--- src/rtl/cart_mapper.sv ---
// cart_mapper: NES cartridge mapper front-end (NROM / UxROM / CNROM / AxROM).
//
// Snoops CPU writes to $8000-$FFFF and keeps one bank register. From it, it
// produces the banked PRG and CHR SDRAM byte addresses and the CIRAM_A10
// mirroring line. Runs in the clk2x domain. The raw cart strobes are
// asynchronous, so each one passes through a 2-FF synchronizer.
//
// Parameters:
//   PRG_BANK_W  PRG bank index width in 16 KiB units (2..8)
//   CHR_BANK_W  CHR bank index width in 8 KiB units  (1..8)
//
// Ports:
//   clk         system clock (clk2x)
//   rst_n       synchronous active-low reset
//   en          cart active; low while the loader owns the cart
//   mode        0 NROM, 1 UxROM, 2 CNROM, 3 AxROM; sampled only while en=0
//   mirror_cfg  fixed mirroring for modes 0-2 (0 vertical/A10, 1 horizontal/A11)
//   m2, romsel, cpu_rw   raw asynchronous cart strobes
//   cpu_addr    CPU A14..A0
//   cpu_data    CPU data bus (input)
//   rom_data    PRG byte currently driven onto the bus (used for bus conflicts)
//   ppu_addr    PPU A13..A0
//   prg_addr    PRG SDRAM byte address (registered)
//   chr_addr    CHR SDRAM byte address (registered)
//   ciram_a10   CIRAM A10 (registered)
//   bank        current bank register
//   wr_stb      one-cycle pulse per accepted register write
//
// Build option:
//   MAPPER_BUS_CONFLICT_EN  when defined, every captured write byte is
//                           cpu_data & rom_data (discrete-logic bus conflict).
module cart_mapper #(
    parameter int unsigned PRG_BANK_W = 4,
    parameter int unsigned CHR_BANK_W = 4
) (
    input  logic                      clk,
    input  logic                      rst_n,
    input  logic                      en,
    input  logic [1:0]                mode,
    input  logic                      mirror_cfg,
    input  logic                      m2,
    input  logic                      romsel,
    input  logic                      cpu_rw,
    input  logic [14:0]               cpu_addr,
    input  logic [7:0]                cpu_data,
    input  logic [7:0]                rom_data,
    input  logic [13:0]               ppu_addr,
    output logic [14+PRG_BANK_W-1:0]  prg_addr,
    output logic [13+CHR_BANK_W-1:0]  chr_addr,
    output logic                      ciram_a10,
    output logic [7:0]                bank,
    output logic                      wr_stb
);

    typedef enum logic [1:0] {
        ModeNrom  = 2'd0,
        ModeUxrom = 2'd1,
        ModeCnrom = 2'd2,
        ModeAxrom = 2'd3
    } mode_e;

    // [0] first sync stage, [1] synchronized value, [2] (m2 only) previous
    // synchronized value for edge detection.
    logic [2:0] m2_sync_q;
    logic [1:0] romsel_sync_q;
    logic [1:0] rw_sync_q;

    logic [7:0] wdata_q;
    logic [7:0] bank_q;
    logic       wr_stb_q;
    mode_e      mode_q;

    logic [14+PRG_BANK_W-1:0] prg_addr_q, prg_addr_d;
    logic [13+CHR_BANK_W-1:0] chr_addr_q, chr_addr_d;
    logic                     ciram_a10_q, ciram_a10_d;

    logic [PRG_BANK_W-1:0] prg_bank;
    logic [CHR_BANK_W-1:0] chr_bank;
    logic [7:0]            wdata_sample;
    logic                  m2_fall;
    logic                  write_hit;

    // PPU A13 only selects pattern vs. nametable space, which the bus decodes.
    logic unused_ppu_a13;
    assign unused_ppu_a13 = ppu_addr[13];

`ifdef MAPPER_BUS_CONFLICT_EN
    // The ROM drives the bus at the same time as the CPU; open-collector
    // style the zeros win.
    assign wdata_sample = cpu_data & rom_data;
`else
    logic unused_rom_data;
    assign unused_rom_data = ^rom_data;
    assign wdata_sample    = cpu_data;
`endif

    assign m2_fall   = m2_sync_q[2] & ~m2_sync_q[1];
    assign write_hit = m2_fall & ~romsel_sync_q[1] & ~rw_sync_q[1] & en;

    // Bank selection and mirroring per mapper mode.
    always_comb begin
        prg_bank    = {{(PRG_BANK_W-1){1'b0}}, cpu_addr[14]};
        chr_bank    = '0;
        ciram_a10_d = mirror_cfg ? ppu_addr[11] : ppu_addr[10];
        unique case (mode_q)
            ModeNrom: ;
            ModeUxrom: begin
                // $C000-$FFFF is hard-wired to the last bank.
                prg_bank = cpu_addr[14] ? {PRG_BANK_W{1'b1}} : bank_q[PRG_BANK_W-1:0];
            end
            ModeCnrom: begin
                chr_bank = bank_q[CHR_BANK_W-1:0];
            end
            ModeAxrom: begin
                // 32 KiB banking: A14 stays the low bit of the 16 KiB index.
                prg_bank    = {bank_q[PRG_BANK_W-2:0], cpu_addr[14]};
                ciram_a10_d = bank_q[4];
            end
            default: ;
        endcase
        prg_addr_d = {prg_bank, cpu_addr[13:0]};
        chr_addr_d = {chr_bank, ppu_addr[12:0]};
    end

    always_ff @(posedge clk) begin
        if (!rst_n) begin
            m2_sync_q     <= 3'b000;
            romsel_sync_q <= 2'b11;
            rw_sync_q     <= 2'b11;
            wdata_q       <= 8'h00;
            bank_q        <= 8'h00;
            wr_stb_q      <= 1'b0;
            mode_q        <= ModeNrom;
            prg_addr_q    <= '0;
            chr_addr_q    <= '0;
            ciram_a10_q   <= 1'b0;
        end else begin
            m2_sync_q     <= {m2_sync_q[1:0], m2};
            romsel_sync_q <= {romsel_sync_q[0], romsel};
            rw_sync_q     <= {rw_sync_q[0], cpu_rw};

            // Last sample taken while M2 is high is the written byte.
            if (m2_sync_q[1] && !romsel_sync_q[1]) begin
                wdata_q <= wdata_sample;
            end

            wr_stb_q <= write_hit;

            // en=0 overrides any write landing in the same cycle.
            if (!en) begin
                bank_q <= 8'h00;
                mode_q <= mode_e'(mode);
            end else if (write_hit) begin
                bank_q <= wdata_q;
            end

            prg_addr_q  <= prg_addr_d;
            chr_addr_q  <= chr_addr_d;
            ciram_a10_q <= ciram_a10_d;
        end
    end

    assign prg_addr  = prg_addr_q;
    assign chr_addr  = chr_addr_q;
    assign ciram_a10 = ciram_a10_q;
    assign bank      = bank_q;
    assign wr_stb    = wr_stb_q;

endmodule
--- config.mk ---
export PLATFORM = sky130hd
export DESIGN_NAME = cart_mapper
export DESIGN_NICKNAME = d
export VERILOG_FILES = /design/src/rtl/cart_mapper.sv
export SDC_FILE = /design/constraint.sdc
export NUM_CORES = 1
export LEC_CHECK = 0
export BUFFER_PORTS_ARGS = -buffer_cell sky130_fd_sc_hd__buf_4
export CORE_UTILIZATION = 47
export CTS_CLUSTER_SIZE = 25
export DETAILED_ROUTE_END_ITERATION = 6
export GPL_TIMING_DRIVEN = 1
export HOLD_SLACK_MARGIN = 0.08
export MAX_ROUTING_LAYER = met4
export PLACE_DENSITY = 0.83
export SYNTH_ARGS = -nofsm -noshare
export SYNTH_HDL_FRONTEND = slang
export SYNTH_SLANG_ARGS = --single-unit
--- constraint.sdc ---
create_clock -name clk -period 2.7 [get_ports clk]
set_input_delay 0.27 -clock clk [delete_from_list [all_inputs] [get_ports clk]]
set_output_delay 0.27 -clock clk [all_outputs]
set_load 0.02 [all_outputs]
==> results of run 1 <==
-- through the flow --
step | cell area, µm² | hold WS (ps) | utilization, %
finish | 2780 | 131 | 73.6
detailed placement | 2610 | 400 | 69.2
global route | 2780 | 124 | 73.6
floorplan | 1900 | 371 | -
CTS | 2780 | 114 | 73.6
global placement | 2610 | 389 | 69.2
-- critical path: cells and delay by family (launching register included) --
kind               cells  cell delay [ps]
AOI/OAI and AO/OA      1              140
DFF                    1              330
and+or+nand+nor        2              840
-- power groups by stage --
stage | Sequential [mW] | Clock, mW | Combinational, mW
2_1_floorplan | 1.01 | 0 | 0.0385
3_3_place_gp | 0.977 | 0 | 0.160
3_5_place_dp | 0.979 | 0 | 0.163
4_1_cts | 0.959 | 0.698 | 0.163
5_1_grt | 0.962 | 0.739 | 0.174
6_report | 0.959 | 0.681 | 0.161
-- layer usage --
| layer | GRT usage, % | share of wire [%] |
|---|---|---|
| met1 | 21.3 | 42 |
| met2 | 32.1 | 50 |
| met3 | 6.25 | 7.2 |
| met4 | 11.4 | 1.3 |
| met5 | - | 0 |
-- synth_stat cells --
cell       n  area (µm²)
nor3b_1    1        7.51
nor2_1     4        15.0
a21oi_1    9        45.0
inv_1      1        3.75
dfxtp_1   62        1240
or4b_1     1        10.0
nor4b_2    1        15.0
clkbuf_1   5        18.8
buf_2      2        10.0
nor3_1     6        30.0
a31oi_1    1        6.26
o21ai_0    1        5.00
mux2i_1   11         110
nand2b_1   4        25.0
and2_1    34         213
nand2_1   19        71.3
nor2b_1   12        75.1
-- kinds of logic (layout without fill, tap and decap cells) --
logic type | Yosys count | count (layout)
AND/OR/NAND/NOR | 82 | 82
flip-flops | 62 | 62
AO/OA/AOI/OAI | 11 | 11
multiplexers | 11 | 11
buffers and inverters | 8 | 106
-- final cells by class --
class,instances,area (µm²),share of cell area [%]
flip-flops and latches,62,1240,44.7
repair buffers,90,676,24.3
inverters,1,3.75,0.135
multi-input cells,104,628,22.6
clock buffers,14,163,5.86
well taps,48,60.1,2.16
clock inverters,1,5.00,0.180
-- final timing paths --
check,startpoint,to,slack [ps],depth (start not counted)
worst max-delay path,m2_sync_q[1],bank[4],1320,3
worst min-delay path,cpu_rw,rw_sync_q[0],130,2
worst max register to register,m2_sync_q[1],bank[4],1320,3
worst min register to register,rw_sync_q[0],rw_sync_q[1],410,1
-- registers in the layout, indices dropped and copies added, names as in the netlist --
register,cells
bank,8
chr_addr,17
ciram_a10,1
m2_sync_q,3
mode_q,2
prg_addr,18
romsel_sync_q,2
rw_sync_q,2
wdata_q,8
wr_stb,1
==> results.yml, run 1 <==
synthesis:
  synth-xor-area-share_pct: 0
  avgSynthCellArea_um2: 10.9
  synth_top_family_by_area: "simple AND/OR/NAND/NOR gates"
  yosys_warnings: 0
  syn_area_mm2: 0.00190
  muxShareOfSynthArea_pct: 5.79
  synth_fa_ha_area_share_pct: 0
  ys_ff_latch: 62
  ys_seq_area_share_pct: 65.3
  ys_types: 17
  synth_compound_area_share_pct: 2.96
  synthCells: 174
  yosys.area_share.simple_pct: 24.3
  syn_nets: 228
sta:
  maxSlewViolCount: 0
  fin_crit_ps: 1380
  timing.final.crit_share_pct: 51.3
  setup_viol: 0
  setup_slack_ps: 1320
  rsz0062_at_grt: "false"
  setup_tns_ps: 0
  relSlewSlack_pct: 48.4
  finClkSkew_ps: 3.15
  final-hold-violation-count: 0
  worstMarginPinSlew_ps: 772
  fmax_mhz: 723
grt:
  grt_usage_pct: 19.8
  grt_start_max_net_pins: 50
  grt_pass1_wl_mm: 5.99
  grt_pass1_vias: 1383
  grt_overflow: 0
  antenna_found_initial: 0
clocking:
  cts_setup_buffers: 0
  cts_buffer_depth: 2
  clock_latency_ps: 320
  ctsHtreeMaxLevel: 3
  cts_buffers: 9
  cts.clk_slew.worst_paths_ps: 60
  cts_tree: "built"
  root_buffer: "clkbuf_8"
  ctsResizeCount: 0
  hold_buffers: 0
  cts_sinks: 62
detailed_routing:
  routed-via-count: 1476
  first_pass_iters: 4
  drtIter0Drc: 95
  drc: 0
  drtAntennaViolNets: 0
  viasPerCell: 4.61
  drt-wirelength-per-cell_um: 11.6
  routed_wirelength_mm: 3.71
power_and_ir_drop:
  pwr-share-comb_pct: 9.0
  p_int_mw: 1.42
  power_frac_seq_pct: 53.2
  p_total_mw: 1.80
  p_leak_nw: 1.23
  peakVddDrop_uv: 429
  p_sw_share_pct: 21.4
  p_switching_uw: 386
  p_clk_share_pct: 37.8
  cellPowerDensity_mw_per_mm2: 649
layout:
  layoutNonFillerInstCount: 320
  finalNetCount: 322
  drive_gt1_share_pct: 37.9
  antennaDiodeCount: 0
  fillerInstances: 292
  layout_common_cells: "buf_4, dfxtp_1, and2_1"
  area_growth_pct: 46.0
  layout_commonest_cell: "buf_4"
place:
  gp_congestion: 0.695
  place_ws_ps: 1290
  dp_hpwl_mm: 2.62
  portBuffers: 89
  dp_cells: 305
die:
  rows: 22
  io_pins: 99
  die_w_um: 65.6
  dieArea_mm2: 0.00430
  start_util_pct: 50.4
  die_h_um: 65.6
  core_region_area_mm2: 0.00377
critical_path:
  critPathMaxFanout: 8
  cp_cell_sequence: "nor4b_2 > nand2_1 > a21oi_1"
  crit_path_top_delay_cell: "nor4b_2"
  cp.required_ps: 2950
  worst_ep_arrival_time_ps: 1630
  critPathMaxStageDelay_ps: 710
  critPathKind: "flip-flop to flip-flop"
  cp-end-kind: "flip-flop"
  startpoint_type: "flip-flop"
status:
  status: "finished, final reports clean"
worst_hold_path:
  hold_class: "primary input to flip-flop"
run:
  cap_viol_max_count: 0
(Power assumes the default switching activity.)
==> inputs of run 2 (changes only) <==
Settings changed: CORE_UTILIZATION 47 to 44, PLACE_DENSITY 0.83 to 0.78.
Clock period 2.7 ns to 1.3 ns, I/O delays scaled along.
==> run 2 against run 1 <==
  * Setup slack worse by 1200 ps
  * Critical path depth stayed put
  * Total power grew 130%
  * Non-clock buffer count is 47 higher
==> results.yml, run 2 (same netlist as run 1, synthesis figures left out) <==
grt:
  grt_start_max_net_pins: 24
  antenna_found_initial: 0
  grt_pass1_wl_mm: 7.10
  grt_usage_pct: 22.6
  grt_overflow: 0
  grt_pass1_vias: 1633
layout:
  finalNetCount: 369
  seqCellArea_mm2: 0.00124
  layout_commonest_cell: "buf_4"
  layout_common_cells: "buf_4, dfxtp_1, dlygate4sd3_1"
  fillerInstances: 269
  fin_util_pct: 80.0
  area_growth_pct: 72.0
  multi_input_area_um2: 632
  largest_register_ffs: 18
  layoutNonFillerInstCount: 370
  drive_gt1_share_pct: 35.3
  antennaDiodeCount: 0
critical_path:
  critPathKind: "flip-flop to flip-flop"
  critPathMaxStageDelay_ps: 600
  crit_path_top_delay_cell: "or4b_4"
  critPathMaxFanout: 9
  cp-end-kind: "flip-flop"
  startpoint_type: "flip-flop"
  cp.required_ps: 1510
  cp_cell_sequence: "or4b_4 > nand2_1 > a21oi_1"
  r2r_setup_slack_ps: 80
  worst_ep_arrival_time_ps: 1420
die:
  io_pins: 99
  start_util_pct: 46.5
  die_w_um: 67.7
  core_region_area_mm2: 0.00409
  rows: 23
  dieArea_mm2: 0.00459
  die_h_um: 67.7
sta:
  timing.final.crit_share_pct: 93.5
  fin_crit_ps: 1220
  relSlewSlack_pct: 75.9
  setup_viol: 0
  rsz0062_at_grt: "false"
  finClkSkew_ps: 4.23
  maxSlewViolCount: 0
  worstMarginPinSlew_ps: 360
  hold_slack_ps: 105
  setup_tns_ps: 0
  final-hold-violation-count: 0
  fmax_mhz: 823
detailed_routing:
  drtIter0Drc: 99
  drt-wirelength-per-cell_um: 12.7
  routed_wirelength_mm: 4.70
  drc: 0
  viasPerCell: 4.53
  first_pass_iters: 4
  drtAntennaViolNets: 0
  routed-via-count: 1675
clocking:
  ctsHtreeMaxLevel: 3
  cts_buffer_depth: 2
  clock_latency_ps: 330
  root_buffer: "clkbuf_8"
  cts_sinks: 62
  cts_setup_buffers: 0
  cts_buffers: 9
  cts_tree: "built"
  cts.clk_slew.worst_paths_ps: 60
power_and_ir_drop:
  cellPowerDensity_mw_per_mm2: 1260
  peakVddDrop_uv: 1160
  p_leak_nw: 1.46
status:
  status: "finished, final reports clean"
place:
  portBuffers: 89
  dp_cells: 313
  dp_hpwl_mm: 2.79
  gp_congestion: 0.756
run:
  cap_viol_max_count: 0
worst_hold_path:
  hold_class: "primary input to flip-flop"
==> run 2: cell count changes in the layout (fill, tap and decap cells not counted), moves of 2 or more <==
| cell | change |
|---|---|
| buf_4 | +6 |
| clkbuf_1 | -2 |
| clkinv_2 | +2 |
| dlygate4sd3_1 | +41 |
==> run 2: final cells by class <==
type / count / area share, %
Inverter: 1 / 0.115
Multi-Input combinational cell: 104 / 19.3
Sequential cell: 62 / 37.9
Clock inverter: 4 / 1.38
Tap cell: 50 / 1.91
Clock buffer: 12 / 4.74
Timing Repair Buffer: 137 / 34.6
==> run 2: worst max-delay path, delay by kind of cell (launching register included) <==
family	cells	cell delay, ps
AOI/OAI and AO/OA	1	70
DFF	1	310
and+or+nand+nor	2	710
==> run 2: repair_timing <==
item,in CTS,in global routing
resized for setup,1,0
hold endpoints to repair,41,0
hold buffers,41,0
endpoints found under the setup margin,8,0
==> run 2: where the power goes <==
group          internal, mW  switching (mW)  total, mW
registers              1.97          0.0232       1.99
logic                 0.278           0.180      0.459
clock network         0.980           0.685       1.66
total                  3.22           0.888       4.11
==> run 2: metrics by stage <==
| step | power, mW | area, µm² | setup WS [ps] |
|---|---|---|---|
| after global placement | 2.37 | 2660 | 11.7 |
| after CTS | 4.14 | 3270 | 75.5 |
| after floorplan | 2.17 | 1900 | 92.3 |
| after global routing | 4.28 | 3270 | 10.5 |
| final | 4.11 | 3270 | 84.9 |
| after detailed placement | 2.38 | 2660 | -43.8 |
==> run 2: per-layer routing <==
layer / vias to the layer above / global-route usage (%) / routed length, µm
met4: 0 / 13.6 / 89
met1: 771 / 22.8 / 1870
met2: 57 / 38.6 / 2500
met3: 9 / 6.25 / 238
li1: 838 / - / -
met5: - / - / 0
==> run 2: path summary, 6_finish.rpt <==
| check | from | end | cells past startpoint |
|---|---|---|---|
| setup reg to reg | m2_sync_q[1] | bank[3] | 3 |
| hold / removal | en | mode_q[0] | 3 |
| hold reg to reg | rw_sync_q[0] | rw_sync_q[1] | 1 |
| setup / recovery | m2_sync_q[1] | bank[3] | 3 |
==> inputs of run 3 (changes only) <==
Clock period 1.3 ns to 1.2 ns, I/O delays scaled along.
==> run 3 against run 2 <==
  * The run now ends with setup timing left
  * Setup slack got worse by 90 ps
  * Global-route usage rose by 1.1 points
  * Worst hold slack better by 320 ps
  * Register-to-register slack worse by 90 ps
  * Wire length grew 5.5%
  * Cell count rose by 1.4%
  * Design area rose by 3.7%
  * Critical path depth did not move
  * Die area stayed put
  * Count of clock-buffer cells in the layout decreased by 2
  * Fmax up 0.79%
  * Clock power increased by 21%
  * Critical endpoint is now bank[7]
==> results.yml, run 3 (same netlist as run 1, synthesis figures left out) <==
grt:
  grt_overflow: 0
  grt_start_max_net_pins: 22
  grt_usage_pct: 23.7
  grt_pass1_wl_mm: 7.31
  grt_pass1_vias: 1717
  antenna_found_initial: 0
place:
  dpl_cell_area_mm2: 0.00266
  gp_congestion: 0.756
  place_ws_ps: -104
  portBuffers: 89
  dp_hpwl_mm: 2.65
detailed_routing:
  drtAntennaViolNets: 0
  routed-via-count: 1704
  drc: 0
  viasPerCell: 4.54
  routed_wirelength_mm: 4.96
  first_pass_iters: 4
  drt-wirelength-per-cell_um: 13.2
  drtIter0Drc: 29
worst_hold_path:
  hp-start: "romsel_sync_q[0]"
  min_to: "romsel_sync_q[1]"
  hold_class: "flip-flop to flip-flop"
  whs_path_depth: 1
status:
  status: "finished with violations"
  violations: "setup timing"
sta:
  relSlewSlack_pct: 77.7
  maxSlewViolCount: 0
  fin_crit_ps: 1210
  final-hold-violation-count: 0
  worstMarginPinSlew_ps: 334
  finClkSkew_ps: 6.08
  timing.final.crit_share_pct: 100
  setup_slack_ps: -5.60
  rsz0062_at_grt: "true"
  hold_slack_ps: 427
  fmax_mhz: 829
  setup_viol: 3
clocking:
  root_buffer: "clkbuf_8"
  cts_buffer_depth: 2
  clock_latency_ps: 340
  cts_sinks: 62
  cts_setup_buffers: 0
  cts_buffers: 9
  cts_tree: "built"
  cts.clk_slew.worst_paths_ps: 70
  ctsHtreeMaxLevel: 3
critical_path:
  startpoint_type: "flip-flop"
  worst_ep_arrival_time_ps: 1420
  r2r-end: "bank[7]"
  cp-end-kind: "flip-flop"
  r2r-start: "romsel_sync_q[1]"
  cp.required_ps: 1410
  critPathMaxFanout: 5
  r2r_setup_slack_ps: -6
  reg2regPathDepth: 3
  critPathKind: "flip-flop to flip-flop"
layout:
  largest_register_ffs: 18
  layout_commonest_cell: "buf_4"
  finalNetCount: 374
  final_cell_area_mm2: 0.00339
  drive_gt1_share_pct: 38.8
  layout_common_cells: "buf_4, dfxtp_1, dlygate4sd3_1"
  area_growth_pct: 78.4
  antennaDiodeCount: 0
die:
  start_util_pct: 46.5
  die_h_um: 67.7
  io_pins: 99
  die_w_um: 67.7
  core_region_area_mm2: 0.00409
  dieArea_mm2: 0.00459
  rows: 23
power_and_ir_drop:
  cellPowerDensity_mw_per_mm2: 1380
  p_switching_mw: 1.02
  p_int_mw: 3.66
  power_frac_seq_pct: 46.1
  p_total_mw: 4.68
  p_leak_nw: 1.49
  p_sw_share_pct: 21.8
  pwr-share-comb_pct: 11.0
  peakVddDrop_uv: 967
  p_clk_share_pct: 42.9
run:
  cap_viol_max_count: 0
[run 3: worst max-delay path by stage]
stage | from | endpoint | slack (ps) | cells after the start
after floorplan | rw_sync_q[1] | bank[1] | 5 | 4
final | romsel_sync_q[1] | bank[7] | -6 | 3
after detailed placement | rw_sync_q[1] | bank[4] | -100 | 3
after CTS | m2_sync_q[1] | bank[7] | 4 | 3
after global placement | rw_sync_q[1] | bank[6] | -80 | 3
after global routing | m2_sync_q[1] | wdata_q[2] | -70 | 5
[run 3: power groups by stage]
stage	registers [mW]	clock network, mW	logic (mW)
finish	2.16	2.01	0.516
global route	2.16	2.15	0.550
CTS	2.15	2.05	0.498
detailed placement	2.20	0	0.383
global placement	2.19	0	0.376
floorplan	2.27	0	0.0867
[run 3: through the flow]
| stage | setup TNS (ps) | utilization [%] | std cells |
|---|---|---|---|
| final | -12.7 | 83.0 | 375 |
| after global routing | -477 | 83.0 | 375 |
| after CTS | 0 | 81.6 | 374 |
| after detailed placement | -786 | 65.2 | 314 |
| after global placement | -645 | 65.2 | 314 |
| after floorplan | 0 | - | 174 |
[run 3: timing repair]
item,4_1_cts,5_1_grt
endpoints found under the setup margin,9,19
hold buffers,44,0
pin swaps,1,4
gates resized for setup,2,14
gates cloned,0,1
endpoints found under the hold margin,43,0
[run 3: worst max-delay path, cell delays in order, from the launching register on]
cell and delay [ps]:
dfxtp_2 340, or4b_4 590, nand2_1 100, a21oi_1 60
[run 3: final cells by class]
type | instances | area [µm²]
sequential | 62 | 1240
tap | 50 | 62.6
inverter | 1 | 3.75
fill | 235 | 693
clock inverter | 6 | 85.1
timing repair buffer | 141 | 1180
multi-input combinational | 105 | 681
clock buffer | 10 | 138
[run 3: layer usage]
layer	vias up	track usage [%]	routed length (µm)
li1	852	-	-
met1	780	23.3	1990
met2	62	39.9	2560
met3	10	9.63	314
met4	0	12.2	89
met5	-	-	0
